**src/rtl/adc_scan_pkg.sv**
```systemverilog
// Shared types, widths and the code-to-millivolt conversion for the ADC channel scanner.
package adc_scan_pkg;

  localparam int unsigned RAW_W         = 12;
  localparam int unsigned MV_W          = 13;
  localparam int unsigned CH_W          = 5;
  localparam int unsigned SLOT_W        = 3;
  localparam int unsigned MAX_CH        = 8;
  localparam int unsigned ERR_W         = 8;
  localparam int unsigned ADC_FULL_CODE = 4095;

  typedef enum logic [1:0] {
    ST_IDLE,
    ST_ISSUE,
    ST_WAIT,
    ST_CONV
  } scan_state_e;

  // One result-bank write: slot index plus the averaged code and its millivolt value.
  typedef struct packed {
    logic [SLOT_W-1:0] slot;
    logic [RAW_W-1:0]  raw;
    logic [MV_W-1:0]   mv;
  } bank_wr_t;

  // floor(raw * fs_mv / 4095); the product needs 25 bits, 32 are used.
  function automatic logic [MV_W-1:0] raw_to_mv(input logic [RAW_W-1:0] raw,
                                                input int unsigned      fs_mv);
    logic [31:0] prod;
    prod = 32'(raw) * 32'(fs_mv);
    return MV_W'(prod / 32'(ADC_FULL_CODE));
  endfunction

endpackage

```
**src/rtl/adc_result_bank.sv**
```systemverilog
// Per-slot result register file: one write port, combinational read with read-clears-fresh.
module adc_result_bank
  import adc_scan_pkg::*;
#(
  parameter int unsigned NUM_CH = 4
) (
  input  logic              sys_clk,
  input  logic              reset,
  input  logic              wr_en,
  input  bank_wr_t          wr,
  input  logic [SLOT_W-1:0] rd_sel,
  output logic [MV_W-1:0]   rd_mv,
  output logic [RAW_W-1:0]  rd_raw,
  output logic              rd_fresh
);

  // Storage is sized for the widest configuration; entries past NUM_CH are never written.
  logic [RAW_W-1:0] raw_q   [MAX_CH];
  logic [MV_W-1:0]  mv_q    [MAX_CH];
  logic             fresh_q [MAX_CH];

  // Write port; a pending read-clear of fresh loses to a write of the same slot.
  always_ff @(posedge sys_clk) begin
    if (reset) begin
      for (int i = 0; i < MAX_CH; i++) begin
        raw_q[i]   <= '0;
        mv_q[i]    <= '0;
        fresh_q[i] <= 1'b0;
      end
    end else begin
      for (int i = 0; i < MAX_CH; i++) begin
        if (wr_en && (wr.slot == SLOT_W'(i))) begin
          raw_q[i]   <= wr.raw;
          mv_q[i]    <= wr.mv;
          fresh_q[i] <= 1'b1;
        end else if (rd_sel == SLOT_W'(i)) begin
          fresh_q[i] <= 1'b0;
        end
      end
    end
  end

  // Read port; out-of-range selects read as zero.
  always_comb begin
    rd_mv    = '0;
    rd_raw   = '0;
    rd_fresh = 1'b0;
    if (32'(rd_sel) < NUM_CH) begin
      rd_mv    = mv_q[rd_sel];
      rd_raw   = raw_q[rd_sel];
      rd_fresh = fresh_q[rd_sel];
    end
  end

endmodule

```
**src/rtl/adc_channel_scanner.sv**
```systemverilog
// Round-robin ADC scanner: block-averages samples per channel and banks the results in mV.
module adc_channel_scanner
  import adc_scan_pkg::*;
#(
  parameter int unsigned NUM_CH   = 4,
  parameter int unsigned FIRST_CH = 1,
  parameter int unsigned AVG_LOG2 = 2,
  parameter int unsigned FS_MV    = 5000,
  parameter int unsigned TIMEOUT  = 255
) (
  input  logic              sys_clk,
  input  logic              reset,
  input  logic              enable,
  input  logic              one_shot,
  output logic              cmd_valid,
  output logic [CH_W-1:0]   cmd_channel,
  input  logic              cmd_ready,
  input  logic              rsp_valid,
  input  logic [CH_W-1:0]   rsp_channel,
  input  logic [RAW_W-1:0]  rsp_data,
  input  logic [SLOT_W-1:0] rd_sel,
  output logic [MV_W-1:0]   rd_mv,
  output logic [RAW_W-1:0]  rd_raw,
  output logic              rd_fresh,
  output logic              upd_strobe,
  output logic [SLOT_W-1:0] upd_slot,
  output logic              pass_done,
  output logic [ERR_W-1:0]  err_count
);

  localparam int unsigned ACC_W  = RAW_W + AVG_LOG2;
  localparam int unsigned SCNT_W = AVG_LOG2 + 1;
  localparam int unsigned TCNT_W = $clog2(TIMEOUT + 1);
  localparam logic [SLOT_W-1:0] LAST_SLOT   = SLOT_W'(NUM_CH - 1);
  localparam logic [SCNT_W-1:0] LAST_SAMPLE = SCNT_W'((1 << AVG_LOG2) - 1);
  localparam logic [TCNT_W-1:0] TCNT_MAX    = TCNT_W'(TIMEOUT);

  scan_state_e       state_q, state_d;
  logic [SLOT_W-1:0] slot_q, slot_d;
  logic [ACC_W-1:0]  acc_q, acc_d;
  logic [SCNT_W-1:0] scnt_q, scnt_d;
  logic [TCNT_W-1:0] tcnt_q, tcnt_d;
  logic [CH_W-1:0]   cur_ch;
  logic [RAW_W-1:0]  avg_c;
  logic              err_inc;
  logic              conv_c;
  logic              pass_c;
  bank_wr_t          wr_c;

  // Next-state, datapath next values and bank write request.
  always_comb begin
    state_d = state_q;
    slot_d  = slot_q;
    acc_d   = acc_q;
    scnt_d  = scnt_q;
    tcnt_d  = tcnt_q;
    err_inc = 1'b0;
    conv_c  = 1'b0;
    pass_c  = 1'b0;
    cur_ch  = CH_W'(FIRST_CH) + CH_W'(slot_q);
    avg_c   = RAW_W'(acc_q >> AVG_LOG2);
    wr_c.slot = slot_q;
    wr_c.raw  = avg_c;
    wr_c.mv   = raw_to_mv(avg_c, FS_MV);

    case (state_q)
      ST_IDLE: begin
        if (enable) begin
          state_d = ST_ISSUE;
          slot_d  = '0;
          scnt_d  = '0;
          acc_d   = '0;
        end
      end
      ST_ISSUE: begin
        if (cmd_ready) begin
          state_d = ST_WAIT;
          tcnt_d  = '0;
        end
      end
      ST_WAIT: begin
        tcnt_d = tcnt_q + TCNT_W'(1);
        if (rsp_valid && (rsp_channel == cur_ch)) begin
          acc_d   = acc_q + ACC_W'(rsp_data);
          scnt_d  = scnt_q + SCNT_W'(1);
          state_d = (scnt_q == LAST_SAMPLE) ? ST_CONV : ST_ISSUE;
        end else if (tcnt_q == TCNT_MAX) begin
          // Re-issue the same sample; the partial accumulation is kept.
          err_inc = 1'b1;
          state_d = ST_ISSUE;
        end else if (rsp_valid) begin
          err_inc = 1'b1;
        end
      end
      ST_CONV: begin
        conv_c = 1'b1;
        acc_d  = '0;
        scnt_d = '0;
        if (slot_q == LAST_SLOT) begin
          pass_c  = 1'b1;
          slot_d  = '0;
          state_d = (one_shot || !enable) ? ST_IDLE : ST_ISSUE;
        end else begin
          slot_d  = slot_q + SLOT_W'(1);
          state_d = ST_ISSUE;
        end
      end
      default: state_d = ST_IDLE;
    endcase
  end

  // State, datapath and registered outputs.
  always_ff @(posedge sys_clk) begin
    if (reset) begin
      state_q     <= ST_IDLE;
      slot_q      <= '0;
      acc_q       <= '0;
      scnt_q      <= '0;
      tcnt_q      <= '0;
      cmd_valid   <= 1'b0;
      cmd_channel <= '0;
      upd_strobe  <= 1'b0;
      upd_slot    <= '0;
      pass_done   <= 1'b0;
      err_count   <= '0;
    end else begin
      state_q    <= state_d;
      slot_q     <= slot_d;
      acc_q      <= acc_d;
      scnt_q     <= scnt_d;
      tcnt_q     <= tcnt_d;
      cmd_valid  <= (state_d == ST_ISSUE);
      if (state_d == ST_ISSUE) begin
        cmd_channel <= CH_W'(FIRST_CH) + CH_W'(slot_d);
      end
      upd_strobe <= conv_c;
      if (conv_c) begin
        upd_slot <= slot_q;
      end
      pass_done  <= pass_c;
      if (err_inc && (err_count != '1)) begin
        err_count <= err_count + ERR_W'(1);
      end
    end
  end

  adc_result_bank #(
    .NUM_CH (NUM_CH)
  ) u_bank (
    .sys_clk  (sys_clk),
    .reset    (reset),
    .wr_en    (conv_c),
    .wr       (wr_c),
    .rd_sel   (rd_sel),
    .rd_mv    (rd_mv),
    .rd_raw   (rd_raw),
    .rd_fresh (rd_fresh)
  );

endmodule

```
**config.mk**
```make
export PLATFORM = sky130hd
export DESIGN_NAME = adc_channel_scanner
export DESIGN_NICKNAME = d
export VERILOG_FILES = /design/src/rtl/adc_scan_pkg.sv /design/src/rtl/adc_result_bank.sv /design/src/rtl/adc_channel_scanner.sv
export SDC_FILE = /design/constraint.sdc
export NUM_CORES = 1
export LEC_CHECK = 0
export ABC_CLOCK_PERIOD_IN_PS = 14000
export CAP_MARGIN = 20
export CORE_UTILIZATION = 25
export CTS_BUF_LIST = sky130_fd_sc_hd__clkbuf_4
export CTS_CLUSTER_SIZE = 20
export DETAILED_ROUTE_END_ITERATION = 8
export DONT_BUFFER_PORTS = 1
export PLACE_DENSITY = 0.5
export SYNTH_ARGS = -nofsm -noshare
export SYNTH_HDL_FRONTEND = slang
export SYNTH_SLANG_ARGS = --single-unit
```
**constraint.sdc**
```tcl
create_clock -name sys_clk -period 14 [get_ports sys_clk]
set_input_delay 3.5 -clock sys_clk [delete_from_list [all_inputs] [get_ports sys_clk]]
set_output_delay 3.5 -clock sys_clk [all_outputs]
set_load 0.005 [all_outputs]
```
* Word-level counts from Yosys, hierarchy flattened *
Memory sizes are Yosys's and may differ from the RTL's.
Index checks and enable logic that the tools add are counted.

storage, ports and cells
  flip-flop bits (word level) = 49
  memory bits (writable) = 208
  word-level logic and storage cells = 220
  memories kept = 3

memories
  name            words  bits a word  read ports  clocked after Yosys merged registers in  wr ports  line                   RTL
  u_bank.mv_q     8      13           1           0                                        8         adc_result_bank.sv:19  logic [MV_W-1:0] mv_q [MAX_CH];
  u_bank.raw_q    8      12           1           0                                        8         adc_result_bank.sv:18  logic [RAW_W-1:0] raw_q [MAX_CH];
  u_bank.fresh_q  8      1            1           0                                        8         adc_result_bank.sv:20  logic fresh_q [MAX_CH];

cells by class
  add/subtract/negate cells = 7
  multiply operators = 1
  divide/modulo/power cells = 1
  $lt $le $gt $ge = 1
  eq/ne operators = 25
  mux-type cells = 118
  bitwise logic cells = 33
  reduce and logical (&&, ||, !) cells = 20

operators by type and width
  operator                count
  $mux 13                 9
  $mux 12                 9
  $mux 1                  83
  $pmux 14 s3             1
  $div 25x12->32 const B  1
  $or 1x1->1              32
  $mux 14                 2
  $eq 3x3->1 const B      8
  $mul 12x10->22 const B  1
  $add 8x1->8 const B     2
  $pmux 8 s2              1
  $eq 3x2->1 const B      5
  $add 14x12->14          1
  $mux 3                  4
  $logic_and 1x1->1       10
  $mux 2                  5
  $pmux 3 s3              1
  $add 1x3->4 const A     2
  $eq 8x8->1 const B      1
  $mux 8                  1
  $ne 8x8->1 const B      1
  $pmux 2 s4              1
  $add 3x1->3 const B     2
  $eq 3x1->1 const B      2
  other kinds (16)        21

* Longest topological paths before layout *
Gate-level depths: netlist of run 1.

  word-level depth = 8
  depth in mapped cells = 64
  gate-level depth less buffers = 54

* Hierarchy *
From an unflattened synthesis of run 1, not the netlist that was laid out.

unflattened totals
  cells, all modules = 1577
  area total of the unflattened synthesis = 14249.9 µm²

modules (own cells, without submodules)
  module               times used  cells each  area an instance (µm²)  sequential area each (µm²)
  adc_channel_scanner  1           1213        9210.1                  960.9
  adc_result_bank      1           364         5039.8                  3123.0

* Least setup slack after synthesis of run 1 *
OpenSTA, ideal clock, no wires.

  path type = reg-to-reg
  from = reg acc_q[7]
  to = mem u_bank.mv_q[3][0], data pin
  setup time = 0.267 ns
  arrival time = 13.706 ns
  required time = 13.733 ns
  path slack = 0.027 ns
  stages on the path, launching flop included = 56
  buffers on the path = 4
  period minus slack after synthesis = 13.973 ns
  cells stage by stage = dfxtp_1 inv_1 fa_1 inv_1 ha_1 fa_1 ha_1 inv_1 fa_1 inv_1 ha_1 a21oi_1 o211ai_1 a21oi_1 xor2_1 or3_1 buf_2 or3_4 [20 not listed] a31oi_4 o21ai_1 nor4_2 or4b_1 xor2_1 o21ba_1 mux2i_1 ha_1 inv_1 nor2_1 xnor2_1 ha_1 nand3_1 o211ai_1 a21oi_1 a21oi_1 a21bo_1 a21oi_1

RTL lines
  item                    line                        RTL
  start, declared         adc_channel_scanner.sv:40   logic [ACC_W-1:0] acc_q, acc_d;
  start signal, assigned  adc_channel_scanner.sv:117  acc_q <= '0;
  start signal, assigned  adc_channel_scanner.sv:129  acc_q <= acc_d;
  end, declared           adc_result_bank.sv:19

==> impl_results.html, run 1 <==
<table>
<tr><th>Metric</th><th>Value</th></tr>
<tr><th colspan="2">Yosys</th></tr>
<tr><td>Net Count, Synth</td><td>1742</td></tr>
<tr><td>EDFF count, synth</td><td>104</td></tr>
<tr><td>Sequential area share after synthesis</td><td>28.9%</td></tr>
<tr><td>Flop and latch count out of synthesis</td><td>152</td></tr>
<tr><td>Number of distinct library cell variants in the gate-level netlist after synthesis</td><td>118</td></tr>
<tr><td>Most instantiated flip-flop cell in the synthesis netlist</td><td>edfxtp_1</td></tr>
<tr><td>Cell area after synthesis</td><td>0.0141 sq mm</td></tr>
<tr><td>Number of warning messages in the yosys log</td><td>0</td></tr>
<tr><td>Synthesized area per cell</td><td>8.84 sq um</td></tr>
<tr><td>Mapped Cells</td><td>1600</td></tr>
<tr><td>Post-synthesis async set-or-reset flop share</td><td>0%</td></tr>
<tr><th colspan="2">STA</th></tr>
<tr><td>Highest clock frequency the design can meet</td><td>73.5 MHz</td></tr>
<tr><td>Final Hold Viols</td><td>0</td></tr>
<tr><td>Largest clock skew in the final design</td><td>0.0124 ns</td></tr>
<tr><td># setup viols final</td><td>0</td></tr>
<tr><td>Setup ws final</td><td>0.397 ns</td></tr>
<tr><td>Actual slew at the worst max-slew pin</td><td>0.862 ns</td></tr>
<tr><td>Period utilization</td><td>97.2%</td></tr>
<tr><td>Tmin final</td><td>13.60 ns</td></tr>
<tr><td>Max Slew Vio Count</td><td>0</td></tr>
<tr><td>Tightest slew margin relative to the limit</td><td>42.3%</td></tr>
<tr><td>Setup_tns</td><td>0 ns</td></tr>
<tr><th colspan="2">Detailed routing</th></tr>
<tr><td>DRC violations left</td><td>0</td></tr>
<tr><td>Remaining number of nets flagged by the antenna check after routing</td><td>0</td></tr>
<tr><td>Vias</td><td>12800</td></tr>
<tr><td>Final wirelength</td><td>43200 um</td></tr>
<tr><td>Average wire per standard cell</td><td>17.2 um</td></tr>
<tr><td>Initial detailed-routing violation count</td><td>769</td></tr>
<tr><td>Pre-Repair DR Iteration Count</td><td>5</td></tr>
<tr><td>Via density per instance</td><td>5.12</td></tr>
<tr><th colspan="2">Die</th></tr>
<tr><td>Die outline area</td><td>0.0575 sq mm</td></tr>
<tr><td>DIE WIDTH</td><td>240 um</td></tr>
<tr><td>Area of the core</td><td>0.0555 sq mm</td></tr>
<tr><td>Count of boundary I/O pins</td><td>71</td></tr>
<tr><td>Y dimension of the die</td><td>240 um</td></tr>
<tr><td>Initial core utilization</td><td>25.5%</td></tr>
<tr><td>Number of placement rows</td><td>86</td></tr>
<tr><th colspan="2">Clock network</th></tr>
<tr><td>CTS buffer count</td><td>17</td></tr>
<tr><td>Skew-Pair Late Insertion Delay</td><td>0.59 ns</td></tr>
<tr><td>Maximum count of clock buffers along a single path</td><td>2</td></tr>
<tr><td># H-tree levels</td><td>4</td></tr>
<tr><td>Register clock-pin slew on the reported worst setup and hold paths</td><td>0.13 ns</td></tr>
<tr><td>Post-CTS Hold Buffers</td><td>0</td></tr>
<tr><td>Root buffer selected by CTS</td><td>clkbuf_4</td></tr>
<tr><td>CTS tree</td><td>built</td></tr>
<tr><td>Sink count of the clock tree</td><td>152</td></tr>
<tr><th colspan="2">Min path</th></tr>
<tr><td>Worst hold endpoint</td><td>scnt_q[2]</td></tr>
<tr><td>Hold Crit Depth</td><td>2</td></tr>
<tr><td>Origin of the worst min-delay path</td><td>scnt_q[2]</td></tr>
<tr><td>Kind of path behind the tightest hold check</td><td>register to register</td></tr>
<tr><th colspan="2">Cells and area</th></tr>
<tr><td>Share of layout cells above drive strength 1</td><td>25.7%</td></tr>
<tr><td>Post-route insts no fill</td><td>2509</td></tr>
<tr><td>Most common cell after layout, fill and taps aside</td><td>nor2_1</td></tr>
<tr><td>Share of the core filled with cells in the final layout</td><td>31.4%</td></tr>
<tr><td>Post-route design area</td><td>0.0174 sq mm</td></tr>
<tr><td>Number of nets at the end of the flow</td><td>1889</td></tr>
<tr><td>Most frequent cells in the layout</td><td>nor2_1 (202), buf_4 (182), inv_1 (105), edfxtp_1 (104), nand2_1 (103)</td></tr>
<tr><td>Area growth, synth to finish</td><td>23.1%</td></tr>
<tr><td>Fillers</td><td>5856</td></tr>
<tr><th colspan="2">GRT</th></tr>
<tr><td>Antenna violations before repair</td><td>3</td></tr>
<tr><td>Wire length of the first global-routing pass</td><td>66600 um</td></tr>
<tr><td>Global route overflow</td><td>0</td></tr>
<tr><td>Via count of the first global-routing pass</td><td>12200</td></tr>
<tr><td>Overall Global Routing Usage</td><td>14.5%</td></tr>
<tr><td>Maximum number of pins on one net before global-route repair</td><td>36</td></tr>
<tr><th colspan="2">Place</th></tr>
<tr><td>Number of placed instances with taps included</td><td>2433</td></tr>
<tr><td>Quantity of I/O buffers inserted on ports</td><td>0</td></tr>
<tr><td>Placed instance area</td><td>0.0159 sq mm</td></tr>
<tr><td>Post-placement worst setup slack</td><td>-0.103 ns</td></tr>
<tr><td>Total half-perimeter wirelength after legalization and detailed placement</td><td>32900 um</td></tr>
<tr><td>Routability Congestion</td><td>0.929</td></tr>
<tr><th colspan="2">Worst setup path</th></tr>
<tr><td>Kind of start point of the critical path</td><td>register</td></tr>
<tr><td>Crit Reg-Reg Endpoint</td><td>u_bank.mv_q[1][0]</td></tr>
<tr><td>Path type of the worst setup path</td><td>register to register</td></tr>
<tr><td>Most frequent CP cell</td><td>inv_1</td></tr>
<tr><td>Register-to-register setup slack</td><td>0.40 ns</td></tr>
<tr><td>Worst Path Required</td><td>14.33 ns</td></tr>
<tr><td>Kind of capture point of the worst setup path</td><td>register</td></tr>
<tr><td>Critical-path maximum fanout</td><td>7</td></tr>
<tr><td>Arrival time of data at the critical path endpoint</td><td>13.93 ns</td></tr>
<tr><td>Delay of the slowest cell on the worst path</td><td>0.57 ns</td></tr>
<tr><td>Critical R2R Launch</td><td>acc_q[6]</td></tr>
<tr><td>Critical-path top delay cell</td><td>or4_4</td></tr>
<tr><td>Worst-case reg-to-reg path depth</td><td>61</td></tr>
<tr><th colspan="2">Power and ir drop</th></tr>
<tr><td>PwrDens</td><td>50.1 mW/mm^2</td></tr>
<tr><td>Cell Int Power</td><td>644 uW</td></tr>
<tr><td>Share of power burned in registers</td><td>56.8%</td></tr>
<tr><td>Share of power burned in combinational logic</td><td>11.4%</td></tr>
<tr><td>Clock network fraction of design power</td><td>31.8%</td></tr>
<tr><td>Worst-case vdd ir drop</td><td>51.1 uV</td></tr>
<tr><td>Leak pwr</td><td>6.63 nW</td></tr>
<tr><td>Share of total power consumed by net switching</td><td>26.2%</td></tr>
<tr><td>Power dissipated by switching net loads</td><td>228 uW</td></tr>
<tr><th colspan="2">Flow run</th></tr>
<tr><td>Max-cap viol count</td><td>0</td></tr>
<tr><th colspan="2">Run status</th></tr>
<tr><td>Status</td><td>finished clean</td></tr>
</table>
[registers in the layout (all words and copies together) (netlist names)]
name            flops
slot_q              3
pass_done           1
upd_strobe          1
cmd_channel         4
u_bank.fresh_q      4
tcnt_q              8
u_bank.mv_q        52
err_count           8
acc_q              14
cmd_valid           1
u_bank.raw_q       48
state_q             2
scnt_q              3
upd_slot            3
[layout make-up]
cell class	instances	area [sq um]	share of cell area [%]
Multi-Input combinational cell	1277	10200	58.7
Sequential cell	152	4090	23.5
Timing Repair Buffer	191	1470	8.44
Tap cell	748	936	5.38
Inverter	108	405	2.33
Clock inverter	13	145	0.834
Clock buffer	19	143	0.819
Antenna cell	1	2.50	0.0144
[worst max path at each step]
stage | startpoint | endpoint | slack [ns] | cells after the start
finish | acc_q[6] | u_bank.mv_q[1][0] | 0.40 | 61
global route | acc_q[6] | u_bank.mv_q[3][0] | -0.18 | 65
CTS | acc_q[7] | u_bank.mv_q[1][0] | 0.02 | 58
detailed placement | acc_q[7] | u_bank.mv_q[2][0] | -0.10 | 58
global placement | acc_q[6] | u_bank.mv_q[0][0] | -0.16 | 60
floorplan | acc_q[7] | u_bank.mv_q[3][0] | 0.03 | 55
[logic make-up (layout without fill, tap and decap cells)]
logic type	after synthesis	after routing	share of synthesized area, %
flops	152	152	28.9
other cells	1	2	0.0265
compound gates	415	415	21.9
xor+xnor	78	78	4.99
simple gates	625	625	22.5
fa+ha+maj	117	117	11.6
mux	41	41	5.22
buf+inv	171	331	4.87
[metal layers]
layer | vias up | routed length, um | global-route usage (%)
met1 | 6252 | 19700 | 19.3
met2 | 296 | 21200 | 24.8
li1 | 6231 | - | -
met4 | 4 | 820 | 3.80
met5 | - | 19 | 0
met3 | 61 | 1500 | 1.72
[metrics by stage]
| step | hold WS, ns | power (mW) |
|---|---|---|
| 2_1_floorplan | 0.432 | 0.578 |
| 3_3_place_gp | 0.433 | 0.600 |
| 3_5_place_dp | 0.446 | 0.601 |
| 4_1_cts | 0.463 | 0.882 |
| 5_1_grt | 0.482 | 0.912 |
| 6_report | 0.455 | 0.872 |
[power groups by stage]
stage | Clock [mW] | Sequential [mW] | Combinational (mW)
after CTS | 0.290 | 0.496 | 0.0956
after detailed placement | 0 | 0.506 | 0.0948
after global placement | 0 | 0.505 | 0.0950
after global routing | 0.305 | 0.497 | 0.110
after floorplan | 0 | 0.504 | 0.0738
final | 0.277 | 0.496 | 0.0994
[critical path, delay by kind of cell (launching register included)]
kind | cells | cell delay (ns)
AO/OA/AOI/OAI | 21 | 4.46
multiplexers | 1 | 0.29
XOR/XNOR | 2 | 0.24
adder cells (fa/ha/maj) | 8 | 2.81
buffers and inverters | 15 | 1.67
AND/OR/NAND/NOR | 14 | 3.55
flip-flops | 1 | 0.35
[synthesized netlist by cell type (all sizes together), types with 6 or more instances]
cell | n | share of area [%]
nor2 | 209 | 5.6
nand2 | 113 | 3.0
a21oi | 107 | 4.1
inv | 107 | 2.8
edfxtp | 104 | 22
ha | 92 | 8.1
o21ai | 62 | 2.2
nand3 | 53 | 1.9
nor3 | 50 | 2.0
dfxtp | 48 | 6.8
xnor2 | 46 | 3.0
clkbuf | 41 | 1.1
nor2b | 38 | 1.7
xor2 | 32 | 2.0
mux4 | 26 | 4.1
a31oi | 25 | 1.4
and2 | 25 | 1.1
nor4 | 25 | 1.4
a211oi | 24 | 1.6
and3 | 24 | 1.1
fa | 24 | 3.4
nand4 | 24 | 1.2
buf | 22 | 0.91
a21o | 21 | 1.1
o211ai | 20 | 1.1
a211o | 13 | 0.80
mux2i | 13 | 0.92
or3 | 13 | 0.65
o21a | 12 | 0.65
a22oi | 11 | 0.58
nand2b | 11 | 0.49
or2 | 10 | 0.44
a311oi | 9 | 0.56
o21bai | 9 | 0.48
o31ai | 9 | 0.58
and4 | 8 | 0.50
a31o | 7 | 0.43
a32oi | 7 | 0.49
a2111oi | 6 | 0.55
o211a | 6 | 0.42
or4 | 6 | 0.32
[timing repair]
action / in CTS / in global routing
gates resized for setup: 10 / 179
pin swaps: 2 / 64
buffers inserted: 2 / 40
endpoints found under the setup margin: 8 / 10
gates cloned: 0 / 1
(Power assumes the default switching activity.)
==> inputs of run 2 (changes only) <==
Settings changed: ABC_CLOCK_PERIOD_IN_PS 14000 to 16200, CORE_MARGIN from default to 2, PLACE_DENSITY 0.5 to 0.48, SKIP_CTS_REPAIR_TIMING from default to 1.
Clock period 14 ns to 16.2 ns, I/O delays scaled along.
==> impl_results.html, run 2 (synthesis results as in run 1) <==
<table>
<tr><th>Metric</th><th>Value</th></tr>
<tr><th colspan="2">Run status</th></tr>
<tr><td>Status</td><td>finished clean</td></tr>
<tr><th colspan="2">Place</th></tr>
<tr><td>Routability Congestion</td><td>0.881</td></tr>
<tr><td>Placed instance area</td><td>0.0150 sq mm</td></tr>
<tr><td>Post-placement worst setup slack</td><td>0.0276 ns</td></tr>
<tr><td>Quantity of I/O buffers inserted on ports</td><td>0</td></tr>
<tr><td>Total half-perimeter wirelength after legalization and detailed placement</td><td>32200 um</td></tr>
<tr><th colspan="2">Worst setup path</th></tr>
<tr><td>Worst Path Required</td><td>16.52 ns</td></tr>
<tr><td>Critical-path top delay cell</td><td>or4_1</td></tr>
<tr><td>Kind of start point of the critical path</td><td>register</td></tr>
<tr><td>Critical R2R Launch</td><td>acc_q[6]</td></tr>
<tr><td>Critical-path maximum fanout</td><td>16</td></tr>
<tr><td>Arrival time of data at the critical path endpoint</td><td>15.57 ns</td></tr>
<tr><td>Crit path from</td><td>acc_q[6]</td></tr>
<tr><td>Delay of the slowest cell on the worst path</td><td>0.73 ns</td></tr>
<tr><td>Kind of capture point of the worst setup path</td><td>register</td></tr>
<tr><td>Most frequent CP cell</td><td>inv_1</td></tr>
<tr><td>Path type of the worst setup path</td><td>register to register</td></tr>
<tr><th colspan="2">Min path</th></tr>
<tr><td>Origin of the worst min-delay path</td><td>scnt_q[2]</td></tr>
<tr><td>Kind of path behind the tightest hold check</td><td>register to register</td></tr>
<tr><th colspan="2">Clock network</th></tr>
<tr><td>CTS tree</td><td>built</td></tr>
<tr><td># H-tree levels</td><td>4</td></tr>
<tr><td>Root buffer selected by CTS</td><td>clkbuf_4</td></tr>
<tr><td>Sink count of the clock tree</td><td>152</td></tr>
<tr><td>Maximum count of clock buffers along a single path</td><td>2</td></tr>
<tr><td>Skew-Pair Late Insertion Delay</td><td>0.61 ns</td></tr>
<tr><td>Register clock-pin slew on the reported worst setup and hold paths</td><td>0.14 ns</td></tr>
<tr><td>CTS buffer count</td><td>17</td></tr>
<tr><th colspan="2">GRT</th></tr>
<tr><td>Global route overflow</td><td>0</td></tr>
<tr><td>Overall Global Routing Usage</td><td>14.3%</td></tr>
<tr><td>Maximum number of pins on one net before global-route repair</td><td>36</td></tr>
<tr><td>Wire length of the first global-routing pass</td><td>67400 um</td></tr>
<tr><td>Via count of the first global-routing pass</td><td>11800</td></tr>
<tr><td>Antenna violations before repair</td><td>6</td></tr>
<tr><th colspan="2">Cells and area</th></tr>
<tr><td>Area growth, synth to finish</td><td>11.5%</td></tr>
<tr><td>Leading registers by flop count</td><td>u_bank.mv_q (52), u_bank.raw_q (48), acc_q (14)</td></tr>
<tr><td>Fillers</td><td>6024</td></tr>
<tr><td>Most frequent cells in the layout</td><td>nor2_1 (207), nand2_1 (111), inv_1 (107), edfxtp_1 (104), a21oi_1 (94)</td></tr>
<tr><td>Combined flip-flop and latch cell area</td><td>0.00408 sq mm</td></tr>
<tr><td>Post-route design area</td><td>0.0158 sq mm</td></tr>
<tr><td>Number of nets at the end of the flow</td><td>1743</td></tr>
<tr><td>Most common cell after layout, fill and taps aside</td><td>nor2_1</td></tr>
<tr><td>Share of layout cells above drive strength 1</td><td>12.8%</td></tr>
<tr><td>Register bank with the most flops</td><td>u_bank.mv_q</td></tr>
<tr><td>Largest register FFs</td><td>52</td></tr>
<tr><td>Area of the multi-input gates</td><td>0.00964 sq mm</td></tr>
<tr><th colspan="2">STA</th></tr>
<tr><td>Worst hold slack</td><td>0.456 ns</td></tr>
<tr><td>Final Hold Viols</td><td>0</td></tr>
<tr><td>Max Slew Vio Count</td><td>0</td></tr>
<tr><td>Actual slew at the worst max-slew pin</td><td>1.03 ns</td></tr>
<tr><td>Period utilization</td><td>94.1%</td></tr>
<tr><td>Largest clock skew in the final design</td><td>0.0230 ns</td></tr>
<tr><td>Setup_tns</td><td>0 ns</td></tr>
<tr><td>Tightest slew margin relative to the limit</td><td>30.8%</td></tr>
<tr><td>Tmin final</td><td>15.25 ns</td></tr>
<tr><td>Highest clock frequency the design can meet</td><td>65.6 MHz</td></tr>
<tr><td># setup viols final</td><td>0</td></tr>
<tr><td>Setup ws final</td><td>0.954 ns</td></tr>
<tr><th colspan="2">Detailed routing</th></tr>
<tr><td>Initial detailed-routing violation count</td><td>998</td></tr>
<tr><td>Vias</td><td>12300</td></tr>
<tr><td>Remaining number of nets flagged by the antenna check after routing</td><td>0</td></tr>
<tr><td>Via density per instance</td><td>5.20</td></tr>
<tr><td>Final wirelength</td><td>42800 um</td></tr>
<tr><td>Average wire per standard cell</td><td>18.1 um</td></tr>
<tr><td>Pre-Repair DR Iteration Count</td><td>6</td></tr>
<tr><td>DRC violations left</td><td>0</td></tr>
<tr><th colspan="2">Power and ir drop</th></tr>
<tr><td>PwrDens</td><td>49.2 mW/mm^2</td></tr>
<tr><td>Design Power</td><td>776 uW</td></tr>
<tr><td>Worst-case vdd ir drop</td><td>41.1 uV</td></tr>
<tr><td>Leak pwr</td><td>5.79 nW</td></tr>
<tr><th colspan="2">Flow run</th></tr>
<tr><td>Max-cap viol count</td><td>0</td></tr>
<tr><th colspan="2">Die</th></tr>
<tr><td>Number of placement rows</td><td>87</td></tr>
<tr><td>Die outline area</td><td>0.0585 sq mm</td></tr>
<tr><td>DIE WIDTH</td><td>242 um</td></tr>
<tr><td>Y dimension of the die</td><td>242 um</td></tr>
<tr><td>Initial core utilization</td><td>25.2%</td></tr>
<tr><td>Count of boundary I/O pins</td><td>71</td></tr>
<tr><td>Area of the core</td><td>0.0562 sq mm</td></tr>
</table>
[run 2: cell count changes in the layout (fill, tap and decap cells not counted), moves of 7 or more]
cell / change
o21ai_0: +7
a21oi_1: +13
nand2_2: -8
nand2_1: +8
buf_4: -140
buf_6: -7
a21oi_2: -13
[run 2: final timing paths]
check	end	cells after the start	slack [ns]
max	u_bank.mv_q[3][0]	54	0.95
min	scnt_q[2]	2	0.46
max reg2reg	u_bank.mv_q[3][0]	54	0.95
min reg2reg	scnt_q[2]	2	0.46
[run 2: critical path, delay by kind of cell (launching register included)]
| family | cells | cell delay (ns) |
|---|---|---|
| fa+ha+maj | 8 | 3.01 |
| buf+inv | 8 | 0.73 |
| flops | 1 | 0.50 |
| compound gates | 16 | 4.11 |
| xor+xnor | 3 | 0.60 |
| simple gates | 17 | 5.24 |
| mux | 2 | 0.73 |
[run 2: cell type report]
| class | count | area share (%) |
|---|---|---|
| sequential | 152 | 25.9 |
| clock inverter | 15 | 1.21 |
| tap | 756 | 6.00 |
| timing repair buffer | 45 | 2.38 |
| inverter | 108 | 2.57 |
| multi-input combinational | 1277 | 61.1 |
| clock buffer | 17 | 0.809 |
| antenna | 1 | 0.0159 |
[run 2: through the flow]
step,std cells,util [%]
after CTS,2355,27.4
final,2371,28.1
after global placement,2323,26.8
after global routing,2371,28.1
after floorplan,1600,-
after detailed placement,2323,26.8
[run 2: power breakdown]
part,leakage [nW],internal [mW],switching (mW)
logic,4.17,0.0309,0.0491
clock network,0.164,0.111,0.157
registers,1.45,0.424,0.00424
total,5.79,0.566,0.210
[run 2: per-layer routing]
metal | global-route usage, % | routed length (um) | vias to the layer above
met4 | 3.90 | 874 | 8
met1 | 19.1 | 19700 | 5954
met3 | 2.43 | 2070 | 63
met5 | 0 | 50 | -
met2 | 23.7 | 20200 | 361
li1 | - | - | 5953
==> inputs of run 3 (changes only) <==
Settings changed: ABC_CLOCK_PERIOD_IN_PS 16200 to 19410.
Clock period 16.2 ns to 19.41 ns, I/O delays scaled along.
==> impl_results.html, run 3 (synthesis results as in run 1) <==
<table>
<tr><th>Metric</th><th>Value</th></tr>
<tr><th colspan="2">Run status</th></tr>
<tr><td>Status</td><td>finished clean</td></tr>
<tr><th colspan="2">Die</th></tr>
<tr><td>Die outline area</td><td>0.0585 sq mm</td></tr>
<tr><td>Number of placement rows</td><td>87</td></tr>
<tr><td>Initial core utilization</td><td>25.2%</td></tr>
<tr><td>Area of the core</td><td>0.0562 sq mm</td></tr>
<tr><td>DIE WIDTH</td><td>242 um</td></tr>
<tr><td>Y dimension of the die</td><td>242 um</td></tr>
<tr><td>Count of boundary I/O pins</td><td>71</td></tr>
<tr><th colspan="2">Clock network</th></tr>
<tr><td>CTS buffer count</td><td>17</td></tr>
<tr><td>CTS tree</td><td>built</td></tr>
<tr><td>Sink count of the clock tree</td><td>152</td></tr>
<tr><td># H-tree levels</td><td>4</td></tr>
<tr><td>Maximum count of clock buffers along a single path</td><td>2</td></tr>
<tr><td>Register clock-pin slew on the reported worst setup and hold paths</td><td>0.16 ns</td></tr>
<tr><td>Skew-Pair Late Insertion Delay</td><td>0.62 ns</td></tr>
<tr><td>Root buffer selected by CTS</td><td>clkbuf_4</td></tr>
<tr><th colspan="2">STA</th></tr>
<tr><td>Tmin final</td><td>17.82 ns</td></tr>
<tr><td>Worst hold slack</td><td>0.458 ns</td></tr>
<tr><td>Final Hold Viols</td><td>0</td></tr>
<tr><td>Actual slew at the worst max-slew pin</td><td>1.06 ns</td></tr>
<tr><td>Setup repair after global routing missed its margin</td><td>false</td></tr>
<tr><td>Highest clock frequency the design can meet</td><td>56.1 MHz</td></tr>
<tr><td># setup viols final</td><td>0</td></tr>
<tr><td>Largest clock skew in the final design</td><td>0.0277 ns</td></tr>
<tr><td>Setup_tns</td><td>0 ns</td></tr>
<tr><td>Period utilization</td><td>91.8%</td></tr>
<tr><td>Tightest slew margin relative to the limit</td><td>28.9%</td></tr>
<tr><td>Max Slew Vio Count</td><td>0</td></tr>
<tr><th colspan="2">Power and ir drop</th></tr>
<tr><td>Worst-case vdd ir drop</td><td>28.0 uV</td></tr>
<tr><td>Leak pwr</td><td>5.53 nW</td></tr>
<tr><td>PwrDens</td><td>41.4 mW/mm^2</td></tr>
<tr><th colspan="2">Worst setup path</th></tr>
<tr><td>Kind of start point of the critical path</td><td>register</td></tr>
<tr><td>Path type of the worst setup path</td><td>register to register</td></tr>
<tr><td>Category of cells accounting for the largest share of critical-path delay</td><td>simple AND/OR/NAND/NOR gates</td></tr>
<tr><td>Count of buffer and inverter cells on the critical path</td><td>5</td></tr>
<tr><td>Worst Path Required</td><td>19.77 ns</td></tr>
<tr><td>Kind of capture point of the worst setup path</td><td>register</td></tr>
<tr><td>Delay of the slowest cell on the worst path</td><td>0.82 ns</td></tr>
<tr><td>Critical-path top delay cell</td><td>nor2_1</td></tr>
<tr><td>Critical-path maximum fanout</td><td>15</td></tr>
<tr><td>Arrival time of data at the critical path endpoint</td><td>18.18 ns</td></tr>
<tr><th colspan="2">Place</th></tr>
<tr><td>Quantity of I/O buffers inserted on ports</td><td>0</td></tr>
<tr><td>Number of placed instances with taps included</td><td>2306</td></tr>
<tr><td>Routability Congestion</td><td>0.885</td></tr>
<tr><td>Total half-perimeter wirelength after legalization and detailed placement</td><td>32200 um</td></tr>
<tr><th colspan="2">Cells and area</th></tr>
<tr><td>Most common cell after layout, fill and taps aside</td><td>nor2_1</td></tr>
<tr><td>Area of the multi-input gates</td><td>0.00938 sq mm</td></tr>
<tr><td>Combined flip-flop and latch cell area</td><td>0.00408 sq mm</td></tr>
<tr><td>Post-route insts no fill</td><td>2340</td></tr>
<tr><td>Area growth, synth to finish</td><td>7.52%</td></tr>
<tr><td>Number of nets at the end of the flow</td><td>1711</td></tr>
<tr><td>Leading registers by flop count</td><td>u_bank.mv_q (52), u_bank.raw_q (48), acc_q (14)</td></tr>
<tr><td>Fillers</td><td>6099</td></tr>
<tr><td>Most frequent cells in the layout</td><td>nor2_1 (207), nand2_1 (112), inv_1 (107), edfxtp_1 (104), a21oi_1 (99)</td></tr>
<tr><td>Share of layout cells above drive strength 1</td><td>9.29%</td></tr>
<tr><td>Largest register FFs</td><td>52</td></tr>
<tr><td>Register bank with the most flops</td><td>u_bank.mv_q</td></tr>
<tr><th colspan="2">GRT</th></tr>
<tr><td>Via count of the first global-routing pass</td><td>11900</td></tr>
<tr><td>Overall Global Routing Usage</td><td>14.2%</td></tr>
<tr><td>Antenna violations before repair</td><td>6</td></tr>
<tr><td>Global route overflow</td><td>0</td></tr>
<tr><td>Wire length of the first global-routing pass</td><td>67600 um</td></tr>
<tr><td>Maximum number of pins on one net before global-route repair</td><td>36</td></tr>
<tr><th colspan="2">Min path</th></tr>
<tr><td>Kind of path behind the tightest hold check</td><td>register to register</td></tr>
<tr><th colspan="2">Detailed routing</th></tr>
<tr><td>Average wire per standard cell</td><td>18.0 um</td></tr>
<tr><td>Remaining number of nets flagged by the antenna check after routing</td><td>0</td></tr>
<tr><td>Vias</td><td>12300</td></tr>
<tr><td>Pre-Repair DR Iteration Count</td><td>8</td></tr>
<tr><td>Initial detailed-routing violation count</td><td>911</td></tr>
<tr><td>DRC violations left</td><td>0</td></tr>
<tr><td>Final wirelength</td><td>42200 um</td></tr>
<tr><td>Via density per instance</td><td>5.25</td></tr>
<tr><th colspan="2">Flow run</th></tr>
<tr><td>Max-cap viol count</td><td>0</td></tr>
</table>
-- run 3: area by class of cell --
cell class                 instances  share of cell area (%)
antenna                            2                  0.0329
clock buffer                      18                   0.888
clock inverter                    14                    1.04
inverter                         108                    2.67
multi-input combinational       1277                    61.7
sequential                       152                    26.9
tap                              756                    6.22
timing repair buffer              13                   0.642
-- run 3: path summary, 6_finish.rpt --
path	start	endpoint	slack [ns]	cells past startpoint
worst max register to register	acc_q[7]	u_bank.mv_q[0][0]	1.59	52
worst max-delay path	acc_q[7]	u_bank.mv_q[0][0]	1.59	52
worst min register to register	scnt_q[2]	scnt_q[2]	0.46	2
worst min-delay path	scnt_q[2]	scnt_q[2]	0.46	2
-- run 3: power by group --
part,internal (mW),switching [mW]
Sequential,0.354,0.00361
Clock,0.0712,0.134
Combinational,0.0251,0.0405
-- run 3: worst reg2reg max path, delay by kind of cell, from the launching register on --
kind	cells	cell delay (ns)
DFF	1	0.52
adders and majority gates	8	2.96
muxes	1	0.23
AOI/OAI and AO/OA	18	5.30
buffers and inverters	5	0.43
xor gates and xnor gates	3	0.93
and+or+nand+nor	17	7.17
-- run 3: layer usage --
metal / track usage, % / part of all wire [%]
met3: 2.61 / 5.5
met4: 4.87 / 2.6
met5: 0 / 0.13
met1: 19.1 / 46
met2: 23.0 / 46
-- run 3: per-stage QoR --
step / power (mW) / instance area (sq um) / utilization [%] / setup WS, ns
CTS: 0.639 / 15200 / 27.1 / 1.72
global route: 0.656 / 15200 / 27.1 / 0.0469
detailed placement: 0.431 / 14900 / 26.5 / 1.80
global placement: 0.430 / 14900 / 26.5 / 2.28
finish: 0.629 / 15200 / 27.1 / 1.59
floorplan: 0.417 / 14100 / - / 5.44
